--- src/rtl/key_filter_multi.sv ---
// Multi-channel key debouncer: per-key synchroniser, filter FSM, press/release pulses.
// Define KEY_FILTER_LONG_EN to build the long-press detector (Key_L_Flag).
module key_filter_multi #(
    parameter int NUM_KEYS        = 4,
    parameter int DEBOUNCE_CYCLES = 1000000,
    parameter int KEY_ACTIVE_LOW  = 1,
    parameter int LONG_CYCLES     = 100000000
) (
    input  logic                Clk,
    input  logic                Reset,
    input  logic [NUM_KEYS-1:0] Key,
    output logic [NUM_KEYS-1:0] Key_P_Flag,
    output logic [NUM_KEYS-1:0] Key_R_Flag,
    output logic [NUM_KEYS-1:0] Key_State,
    output logic [NUM_KEYS-1:0] Key_L_Flag
);

    localparam int MAX_CNT = (DEBOUNCE_CYCLES > LONG_CYCLES) ?
                             DEBOUNCE_CYCLES : LONG_CYCLES;
    localparam int CW = (MAX_CNT < 2) ? 1 : $clog2(MAX_CNT);
    localparam logic [CW-1:0] DEB_LAST = CW'(DEBOUNCE_CYCLES - 1);
    localparam logic REL = (KEY_ACTIVE_LOW != 0);

    typedef enum logic [1:0] {
        IDLE,
        FILT_P,
        DOWN,
        FILT_R
    } state_t;

    logic [NUM_KEYS-1:0] sync1;
    logic [NUM_KEYS-1:0] sync2;
    logic [NUM_KEYS-1:0] p;
    logic [NUM_KEYS-1:0] p_flag_n;
    logic [NUM_KEYS-1:0] r_flag_n;

    state_t        state   [NUM_KEYS];
    state_t        state_n [NUM_KEYS];
    logic [CW-1:0] cnt     [NUM_KEYS];
    logic [CW-1:0] cnt_n   [NUM_KEYS];

    always_ff @(posedge Clk) begin
        if (Reset) begin
            sync1 <= {NUM_KEYS{REL}};
            sync2 <= {NUM_KEYS{REL}};
        end else begin
            sync1 <= Key;
            sync2 <= sync1;
        end
    end

    assign p = REL ? ~sync2 : sync2;

    always_ff @(posedge Clk) begin
        if (Reset) begin
            for (int i = 0; i < NUM_KEYS; i++) begin
                state[i] <= IDLE;
                cnt[i]   <= '0;
            end
            Key_P_Flag <= '0;
            Key_R_Flag <= '0;
        end else begin
            for (int i = 0; i < NUM_KEYS; i++) begin
                state[i] <= state_n[i];
                cnt[i]   <= cnt_n[i];
            end
            Key_P_Flag <= p_flag_n;
            Key_R_Flag <= r_flag_n;
        end
    end

    always_comb begin
        p_flag_n = '0;
        r_flag_n = '0;
        for (int i = 0; i < NUM_KEYS; i++) begin
            state_n[i] = state[i];
            cnt_n[i]   = cnt[i];
            unique case (state[i])
                IDLE: begin
                    cnt_n[i] = '0;
                    if (p[i]) state_n[i] = FILT_P;
                end
                FILT_P: begin
                    if (!p[i]) begin
                        state_n[i] = IDLE;
                        cnt_n[i]   = '0;
                    end else if (cnt[i] == DEB_LAST) begin
                        state_n[i]  = DOWN;
                        cnt_n[i]    = '0;
                        p_flag_n[i] = 1'b1;
                    end else begin
                        cnt_n[i] = cnt[i] + 1'b1;
                    end
                end
                DOWN: begin
                    cnt_n[i] = '0;
                    if (!p[i]) state_n[i] = FILT_R;
                end
                FILT_R: begin
                    if (p[i]) begin
                        state_n[i] = DOWN;
                        cnt_n[i]   = '0;
                    end else if (cnt[i] == DEB_LAST) begin
                        state_n[i]  = IDLE;
                        cnt_n[i]    = '0;
                        r_flag_n[i] = 1'b1;
                    end else begin
                        cnt_n[i] = cnt[i] + 1'b1;
                    end
                end
                default: begin
                    state_n[i] = IDLE;
                    cnt_n[i]   = '0;
                end
            endcase
        end
    end

    // Debounced level is high through the release filter window
    always_comb begin
        Key_State = '0;
        for (int i = 0; i < NUM_KEYS; i++) begin
            Key_State[i] = (state[i] == DOWN) || (state[i] == FILT_R);
        end
    end

`ifdef KEY_FILTER_LONG_EN
    localparam logic [CW-1:0] LONG_LAST = CW'(LONG_CYCLES - 1);

    logic [CW-1:0]       lcnt [NUM_KEYS];
    logic [NUM_KEYS-1:0] ldone;

    // ldone saturates the detector so a press yields at most one long pulse
    always_ff @(posedge Clk) begin
        if (Reset) begin
            for (int i = 0; i < NUM_KEYS; i++) lcnt[i] <= '0;
            ldone      <= '0;
            Key_L_Flag <= '0;
        end else begin
            for (int i = 0; i < NUM_KEYS; i++) begin
                Key_L_Flag[i] <= 1'b0;
                if (state[i] == IDLE) begin
                    lcnt[i]  <= '0;
                    ldone[i] <= 1'b0;
                end else if (state[i] == DOWN && !ldone[i]) begin
                    if (lcnt[i] == LONG_LAST) begin
                        ldone[i]      <= 1'b1;
                        Key_L_Flag[i] <= 1'b1;
                    end else begin
                        lcnt[i] <= lcnt[i] + 1'b1;
                    end
                end
            end
        end
    end
`else
    assign Key_L_Flag = '0;
`endif

endmodule

--- config.mk ---
export PLATFORM = sky130hd
export DESIGN_NAME = key_filter_multi
export DESIGN_NICKNAME = d
export VERILOG_FILES = /design/src/rtl/key_filter_multi.sv
export SDC_FILE = /design/constraint.sdc
export NUM_CORES = 1
export LEC_CHECK = 0
export CORE_MARGIN = 5
export CORE_UTILIZATION = 45
export DETAILED_ROUTE_END_ITERATION = 16
export GPL_TIMING_DRIVEN = 0
export HOLD_SLACK_MARGIN = 0.12
export MAX_ROUTING_LAYER = met4
export PLACE_DENSITY_LB_ADDON = 0.05
export SYNTH_ARGS = -nofsm -noshare
export SYNTH_HDL_FRONTEND = slang
export SYNTH_SLANG_ARGS = --single-unit
--- constraint.sdc ---
create_clock -name Clk -period 2.3 [get_ports Clk]
set_input_delay 0.345 -clock Clk [delete_from_list [all_inputs] [get_ports Clk]]
set_output_delay 0.345 -clock Clk [all_outputs]
set_load 0.005 [all_outputs]
==> flow_metrics.env, run 1 <==
export IMPL_synthArstFlopShare_pct=0
export IMPL_worst_slew_pin_slew_ns=0.7972
export IMPL_final_max_slew_viol_count=0
export IMPL_die_area_um2=14830
export IMPL_synth_area_um2=5623
export IMPL_rsz0062_at_grt="false"
export IMPL_setup_viol=0
export IMPL_drt_total_wl_mm=10.99
export IMPL_antennaDiodeCount=0
export IMPL_detail_route_first_pass_iterations=4
export IMPL_synth_edf_count=0
export IMPL_rows=40
export IMPL_cts_buffers=17
export IMPL_synth_top_cell_by_area="dfxtp_1"
export IMPL_ctsRootBufferMaster="clkbuf_16"
export IMPL_ios=22
export IMPL_drtAntennaViolNets=0
export IMPL_avgRoutedWirePerCell_um=12.84
export IMPL_synth_top_area_share_pct=47.00
export IMPL_cp_required_ns=2.60
export IMPL_min_path_type="register to register"
export IMPL_r2r_start="cnt[0][13]"
export IMPL_vias=4317
export IMPL_leakage_nw=2.190
export IMPL_die_h_um=121.8
export IMPL_final_core_util_pct=55.41
export IMPL_clk_latency_ns=0.42
export IMPL_slew_headroom_pct=46.41
export IMPL_synth_cell_type_count=44
export IMPL_crit_top_cell="nor2_1"
export IMPL_yosysMostFrequentCell="dfxtp_1"
export IMPL_max_stage_delay_ns=0.54
export IMPL_cp_start_kind="register"
export IMPL_reg2reg_to="cnt[0][3]"
export IMPL_synth_common_cells="dfxtp_1 (132), nor2_1 (125), xor2_1 (70)"
export IMPL_worstSetupPathType="register to register"
export IMPL_status="finished, final reports clean"
export IMPL_cts_tree="done"
export IMPL_post_place_ws_ns=-0.1362
export IMPL_clock_sinks=132
export IMPL_via_per_inst=5.043
export IMPL_worst_setup_path_end_kind="register"
export IMPL_hold_end="sync2[3]"
export IMPL_initial_utilization_pct=46.43
export IMPL_syn_to_final_growth_pct=19.36
export IMPL_fin_skew_ns=0.005647
export IMPL_antenna_found_initial=0
export IMPL_drv_cap=0
export IMPL_clkTransAtPathRegs_ns=0.06
export IMPL_worstHoldStart="sync1[3]"
export IMPL_ir_drop_mv=0.4969
export IMPL_io_buffers=17
export IMPL_grt_max_degree=17
export IMPL_finalCriticalPeriod_ns=2.106
export IMPL_grt_pass1_wl_mm=19.06
export IMPL_ys_warnings_count=0
export IMPL_ys_seq_area_share_pct=47.00
export IMPL_timing_hold_ws_ns=0.4055
export IMPL_dpl_instance_area_um2=6015
export IMPL_clockBufferDepth=2
export IMPL_layout_setup_ws_ns=0.1943
export IMPL_post_cts_setup_buffers=0
export IMPL_postSynthAreaPerCell_um2=8.841
export IMPL_nFillCells=1143
export IMPL_cp_slowest_cell="or4_1"
export IMPL_grt_total_usage_pct=16.48
export IMPL_fin_nets=685
export IMPL_drc=0
export IMPL_ys_flop_type="dfxtp_1"
export IMPL_fmax_mhz=474.9
export IMPL_dp_hpwl_mm=7.527
export IMPL_drt_iter0_drc=253
export IMPL_overflow=0
export IMPL_die_x_um=121.8
export IMPL_design_area_um2=6711
export IMPL_grt_pass1_vias=4121
export IMPL_hold_violations=0
export IMPL_path_max_fanout=10
export IMPL_ys_seq_elements=132
export IMPL_hold_depth=1
export IMPL_drive_gt1_share_pct=10.03
export IMPL_worstRegToRegCells=6
export IMPL_core_area_um2=12110
export IMPL_gp_congestion=0.8257
export IMPL_worstPathCellList="or4_1 -> nor2_1 -> nand2_1 -> o21ai_4 -> buf_2 -> nor2_1"
export IMPL_r2r_slack_ns=0.19
export IMPL_fin_crit_sh_pct=91.55
export IMPL_cp_data_arrival_time_ns=2.41
export IMPL_htreeDepth=4
export IMPL_postSynthCellCount=636
export IMPL_powerDensity_nw_per_um2=782.4
export IMPL_ys_top_cells_by_area="dfxtp_1 (47%), xor2_1 (11%), nor2_1 (8.3%)"
==> power by group <==
group          leakage [nW]  total, mW  internal, mW  switching, mW
Combinational         0.806     0.0360        0.0208         0.0153
Clock                 0.319       2.91          1.95          0.963
Sequential             1.06       2.30          2.30        0.00607
Total                  2.19       5.25          4.27          0.984
==> area by class of cell <==
class	count	area (um2)	share of cell area, %
multi-input combinational	475	2880	42.92
sequential	132	2643	39.37
clock buffer	23	498.0	7.420
tap	168	210.2	3.132
timing repair buffer	17	170.2	2.535
clock inverter	9	147.6	2.200
buffer	23	128.9	1.920
inverter	9	33.78	0.5034
==> layout by cell type (no fill, tap or decap), types with 3 or more instances in the layout <==
master	n
bufinv_16	4
clkbuf_16	17
conb_1	4
and2_1	3
nor4_2	4
clkinv_2	4
dfxtp_1	132
inv_1	9
clkdlybuf4s50_1	17
nor2_1	125
nor4_1	12
nand3_1	56
nand2b_1	4
nand4_1	32
nor3_2	3
xor2_1	70
clkbuf_8	5
and3_1	21
nor3_1	16
or4_1	3
clkbuf_1	10
a21oi_1	6
or2_2	11
xnor2_1	29
nor4b_1	4
ha_1	4
buf_2	7
buf_4	5
nand4b_1	3
a211oi_1	3
a311oi_1	4
nand2_1	35
and4_1	3
==> layer usage <==
metal | vias up | share of wire [%] | track usage, %
met4 | 0 | 1.5 | 6.863
met2 | 52 | 45 | 24.83
met3 | 11 | 2.8 | 4.643
li1 | 2256 | - | -
met1 | 1998 | 50 | 20.84
met5 | - | 0 | -
==> sequential cells by signal, indices dropped and copies added, names as in the netlist, named ones only <==
signal,count
state,4
Key_R_Flag,4
sync1,4
sync2,4
Key_P_Flag,4
cnt,108
==> worst max-delay path by stage <==
stage               startpoint    endpoint  slack [ns]  depth (start not counted)
floorplan            cnt[2][0]   cnt[2][8]        0.36                          8
global placement         Reset  cnt[0][25]       -0.08                          6
detailed placement       Reset  cnt[0][19]       -0.14                          6
CTS                  cnt[1][0]  cnt[1][21]        0.03                          8
global route         cnt[3][0]  cnt[3][22]        0.02                          6
finish              cnt[0][13]   cnt[0][3]        0.19                          6
==> timing repair <==
| action | in CTS | in global routing |
|---|---|---|
| resized for setup | 5 | 3 |
| gates cloned | 0 | 0 |
| endpoints found under the setup margin | 29 | 50 |
| hold buffers | 0 | 0 |
==> cells by family after synthesis <==
family | Yosys count | synth area share (%)
adders and majority gates | 4 | 0.8901
and+or+nand+nor | 346 | 31.11
xor gates and xnor gates | 99 | 15.42
DFF | 132 | 47.00
buffers and inverters | 32 | 2.893
other | 1 | 0.06669
AOI/OAI and AO/OA | 22 | 2.626
==> metrics by stage <==
step	cells	power, mW	TNS [ns]
finish	856	5.251	0
global placement	824	2.388	-1.378
CTS	856	5.310	0
floorplan	639	2.372	0
detailed placement	824	2.389	-2.474
global route	856	5.436	0
==> worst max-delay path: cells and delay by family, from the launching register on <==
family	cells	cell delay, ns
flops	1	0.34
simple gates	4	1.00
buf+inv	1	0.30
compound gates	1	0.35
No activity file was read; power rests on OpenSTA's default activity.
==> run 2: changes to the inputs <==
- CORE_MARGIN: 5 -> default
==> run 2 against run 1 <==
- count of clock-buffer cells in the layout increased by 4
- maximum frequency increased by 0.24%
- critical path depth is 2 higher
- highest routed layer unchanged
==> flow_metrics.env, run 2 (synthesis gave the netlist of run 1 again) <==
export IMPL_status="finished, final reports clean"
export IMPL_via_per_inst=5.115
export IMPL_syn_to_final_growth_pct=18.34
export IMPL_drt_total_wl_mm=11.10
export IMPL_ios=22
export IMPL_top_register="cnt"
export IMPL_cp_start_kind="register"
export IMPL_clkTransAtPathRegs_ns=0.05
export IMPL_hold_violations=0
export IMPL_worstSetupPathType="register to register"
export IMPL_finalCriticalPeriod_ns=2.101
export IMPL_core_area_um2=12110
export IMPL_multi_input_area_um2=2880
export IMPL_detail_route_first_pass_iterations=5
export IMPL_die_area_um2=12950
export IMPL_grt_max_degree=17
export IMPL_slew_headroom_pct=47.05
export IMPL_drv_cap=0
export IMPL_timing_hold_ws_ns=0.4098
export IMPL_fin_nets=685
export IMPL_path_max_fanout=10
export IMPL_fin_skew_ns=0.007287
export IMPL_drt_iter0_drc=255
export IMPL_htreeDepth=4
export IMPL_ir_drop_mv=0.4795
export IMPL_seq_area_um2=2643
export IMPL_worst_slew_pin_slew_ns=0.7870
export IMPL_io_buffers=17
export IMPL_final_max_slew_viol_count=0
export IMPL_die_h_um=113.8
export IMPL_cts_buffers=17
export IMPL_cts_tree="done"
export IMPL_fin_cells=855
export IMPL_dp_hpwl_mm=7.482
export IMPL_clk_latency_ns=0.42
export IMPL_largest_reg_flops=108
export IMPL_grt_total_usage_pct=19.15
export IMPL_final_common_cell="dfxtp_1"
export IMPL_nFillCells=1154
export IMPL_min_path_type="register to register"
export IMPL_overflow=0
export IMPL_cp_data_arrival_time_ns=2.45
export IMPL_final_core_util_pct=54.94
export IMPL_fmax_mhz=476.0
export IMPL_finalPower_mw=5.055
export IMPL_layout_common_cells="dfxtp_1 (132), nor2_1 (125), xor2_1 (70), nand3_1 (56), nand2_1 (35)"
export IMPL_ctsRootBufferMaster="clkbuf_16"
export IMPL_rows=40
export IMPL_drc=0
export IMPL_gp_congestion=0.7688
export IMPL_setup_tns_ns=0
export IMPL_fin_crit_sh_pct=91.33
export IMPL_powerDensity_nw_per_um2=759.7
export IMPL_place_inst=824
export IMPL_die_x_um=113.8
export IMPL_grt_pass1_wl_mm=18.84
export IMPL_drtAntennaViolNets=0
export IMPL_clock_sinks=132
export IMPL_initial_utilization_pct=46.43
export IMPL_drive_gt1_share_pct=9.025
export IMPL_vias=4373
export IMPL_antenna_found_initial=0
export IMPL_worst_setup_path_end_kind="register"
export IMPL_leakage_nw=2.156
export IMPL_antennaDiodeCount=0
export IMPL_cp_required_ns=2.65
export IMPL_setup_viol=0
export IMPL_clockBufferDepth=2
export IMPL_rsz0062_at_grt="false"
export IMPL_avgRoutedWirePerCell_um=12.98
export IMPL_grt_pass1_vias=4069
## run 2: cell types whose count changed in the layout (fill, tap and decap cells not counted), sizes merged
cell	delta
bufinv	-1
clkbuf	+4
clkinv	-3
clkinvlp	-1
## run 2: metrics by stage
step / setup WS (ns) / instance area (um2)
after floorplan: 0.3629 / 5634
after global placement: -0.09165 / 6015
after detailed placement: -0.08910 / 6015
after CTS: 0.01450 / 6621
after global routing: 0.01359 / 6654
final: 0.1994 / 6654
## run 2: path summary, 6_finish.rpt
path              startpoint          to  slack [ns]  depth (start not counted)
setup / recovery   cnt[3][0]  cnt[3][15]        0.20                          8
hold / removal      sync1[3]    sync2[3]        0.41                          1
setup reg to reg   cnt[3][0]  cnt[3][15]        0.20                          8
hold reg to reg     sync1[3]    sync2[3]        0.41                          1
## run 2: final cells by class
type                    count  share of cell area (%)
clock inverters             4                   1.429
clock buffers              27                   7.409
multi-input cells         475                   43.29
repair buffers             17                   2.557
plain buffers              23                   1.937
well taps                 168                   3.159
inverters                   9                  0.5077
flip-flops and latches    132                   39.71
## run 2: metal layers
layer	routed length [um]	share of wire [%]	vias up	track usage (%)
met5	0	0	-	-
met4	150	1.4	0	7.532
met3	372	3.4	14	5.792
met2	4972	45	56	29.15
met1	5600	50	2043	23.83
li1	-	-	2260	-
## run 2: critical path, cell delays in order, from the launching register on
cell     delay, ns
dfxtp_1       0.33
ha_1          0.24
and3_1        0.21
nand3_1       0.14
nor3_2        0.09
or4b_1        0.50
buf_2         0.19
buf_2         0.20
nor2_1        0.13
## run 2: repair_timing
action	4_1_cts	5_1_grt
hold buffers	0	0
endpoints found under the setup margin	27	71
setup buffers	0	0
pin swaps	0	0
gates resized for setup	3	5
## run 2: power by group
part           internal (mW)  switching [mW]  total (mW)
sequential              2.30         0.00612        2.30
clock                   1.78           0.931        2.72
combinational         0.0208          0.0159      0.0367
total                   4.10           0.953        5.06
==> run 3: changes to the inputs <==
- CORE_ASPECT_RATIO: default -> 2
- GPL_TIMING_DRIVEN: 0 -> default
- clock period: 2.3 -> 1.9 ns (I/O delays scaled with it)
==> run 3 against run 2 <==
- utilization is 1.6 points higher
- global-route usage increased by 0.46 points
- flip-flop and latch count is the same
- critical path depth shrank 1
- non-clock buffer count is 24 higher
- final cell count grew 0.47%
- sequential share of layout area is 1.3 points lower
- maximum frequency up 17%
==> flow_metrics.env, run 3 (synthesis gave the netlist of run 1 again) <==
export IMPL_powerDensity_nw_per_um2=900.3
export IMPL_setup_tns_ns=0
export IMPL_antennaDiodeCount=0
export IMPL_avgRoutedWirePerCell_um=13.33
export IMPL_cp_slowest_cell="nor4b_1"
export IMPL_drive_gt1_share_pct=14.19
export IMPL_final_common_cell="dfxtp_1"
export IMPL_min_path_type="register to register"
export IMPL_die_h_um=160.1
export IMPL_post_place_ws_ns=-0.03397
export IMPL_crit_top_cell="buf_4"
export IMPL_fmax_mhz=556.7
export IMPL_rows=57
export IMPL_initial_utilization_pct=46.11
export IMPL_final_max_slew_viol_count=0
export IMPL_fin_skew_ns=0.008443
export IMPL_syn_to_final_growth_pct=22.61
export IMPL_post_cts_setup_buffers=0
export IMPL_drt_total_wl_mm=11.45
export IMPL_leakage_nw=2.347
export IMPL_worstSetupPathType="register to register"
export IMPL_finalCriticalPeriod_ns=1.796
export IMPL_drtAntennaViolNets=0
export IMPL_worst_setup_path_end_kind="register"
export IMPL_antenna_found_initial=0
export IMPL_setup_viol=0
export IMPL_max_stage_delay_ns=0.41
export IMPL_clk_latency_ns=0.41
export IMPL_ir_drop_mv=0.7020
export IMPL_crit_family="simple AND/OR/NAND/NOR gates"
export IMPL_grt_max_degree=28
export IMPL_grt_pass1_wl_mm=19.31
export IMPL_via_per_inst=5.219
export IMPL_grt_pass1_vias=4392
export IMPL_path_max_fanout=12
export IMPL_gp_congestion=0.8013
export IMPL_path_buf_inv=2
export IMPL_vias=4483
export IMPL_layout_setup_ws_ns=0.1038
export IMPL_cp_required_ns=2.20
export IMPL_die_area_um2=12970
export IMPL_io_buffers=17
export IMPL_final_core_util_pct=56.53
export IMPL_grt_total_usage_pct=19.61
export IMPL_core_area_um2=12200
export IMPL_drc=0
export IMPL_drt_iter0_drc=186
export IMPL_overflow=0
export IMPL_cts_buffers=17
export IMPL_layout_common_cells="dfxtp_1 (130), nor2_1 (124), xor2_1 (70), nand3_1 (55), buf_4 (45)"
export IMPL_hold_violations=0
export IMPL_cp_data_arrival_time_ns=2.09
export IMPL_fin_crit_sh_pct=94.54
export IMPL_die_x_um=81.04
export IMPL_clockBufferDepth=2
export IMPL_top_register="cnt"
export IMPL_clkTransAtPathRegs_ns=0.06
export IMPL_clock_sinks=132
export IMPL_largest_reg_flops=108
export IMPL_cp_start_kind="register"
export IMPL_htreeDepth=4
export IMPL_status="finished, final reports clean"
export IMPL_worstPathCellList="buf_4 -> nor4b_1 -> and3_1 -> nand2_1 -> o21ai_2 -> buf_4 -> nor2_1"
export IMPL_detail_route_first_pass_iterations=4
export IMPL_cts_tree="done"
export IMPL_ios=22
export IMPL_drv_cap=0
export IMPL_dp_hpwl_mm=8.169
export IMPL_ctsRootBufferMaster="clkbuf_16"
export IMPL_fin_nets=709
-- run 3: cell types whose count changed in the layout (fill, tap and decap cells not counted), sizes merged --
cell / previous run / this run
buf: 14 / 47
clkbuf: 36 / 23
clkinvlp: 0 / 3
bufinv: 3 / 4
clkinv: 1 / 2
-- run 3: per-stage QoR --
stage               power (mW)  cell area, um2  hold slack [ns]  instances
global route             6.406            6894           0.4179        859
detailed placement       2.885            6243           0.3953        827
global placement         2.885            6243           0.3915        827
floorplan                2.872            5640           0.3888        639
finish                   6.207            6894           0.4059        859
CTS                      6.273            6854           0.4083        859
-- run 3: worst paths after layout --
check	startpoint	endpoint	slack, ns	cells after the start
setup / recovery	cnt[0][15]	cnt[0][11]	0.10	7
hold / removal	sync1[2]	sync2[2]	0.41	1
setup reg to reg	cnt[0][15]	cnt[0][11]	0.10	7
hold reg to reg	sync1[2]	sync2[2]	0.41	1
-- run 3: repair_timing --
action	CTS	global route
endpoints found under the setup margin	0	72
hold buffers	0	0
gates resized for setup	0	9
-- run 3: where the power goes --
part	switching [mW]	total [mW]	internal [mW]	leakage [nW]
Combinational	0.0168	0.0386	0.0218	0.993
Clock	1.16	3.38	2.23	0.287
Sequential	0.00746	2.79	2.78	1.07
Total	1.18	6.21	5.03	2.35
-- run 3: metal layers --
metal | up-vias | track usage (%) | share of wire (%)
met5 | - | - | 0
met3 | 17 | 5.543 | 3.0
met1 | 2114 | 20.25 | 42
met2 | 49 | 34.07 | 54
li1 | 2303 | - | -
met4 | 0 | 7.386 | 1.6
-- run 3: cell type report --
class / instances / area (um2)
Clock buffer: 23 / 457.9
Clock inverter: 9 / 152.6
Fill cell: 1091 / 5301
Inverter: 9 / 33.78
Multi-Input combinational cell: 475 / 2873
Sequential cell: 132 / 2645
Tap cell: 147 / 183.9
Timing Repair Buffer: 64 / 548.0
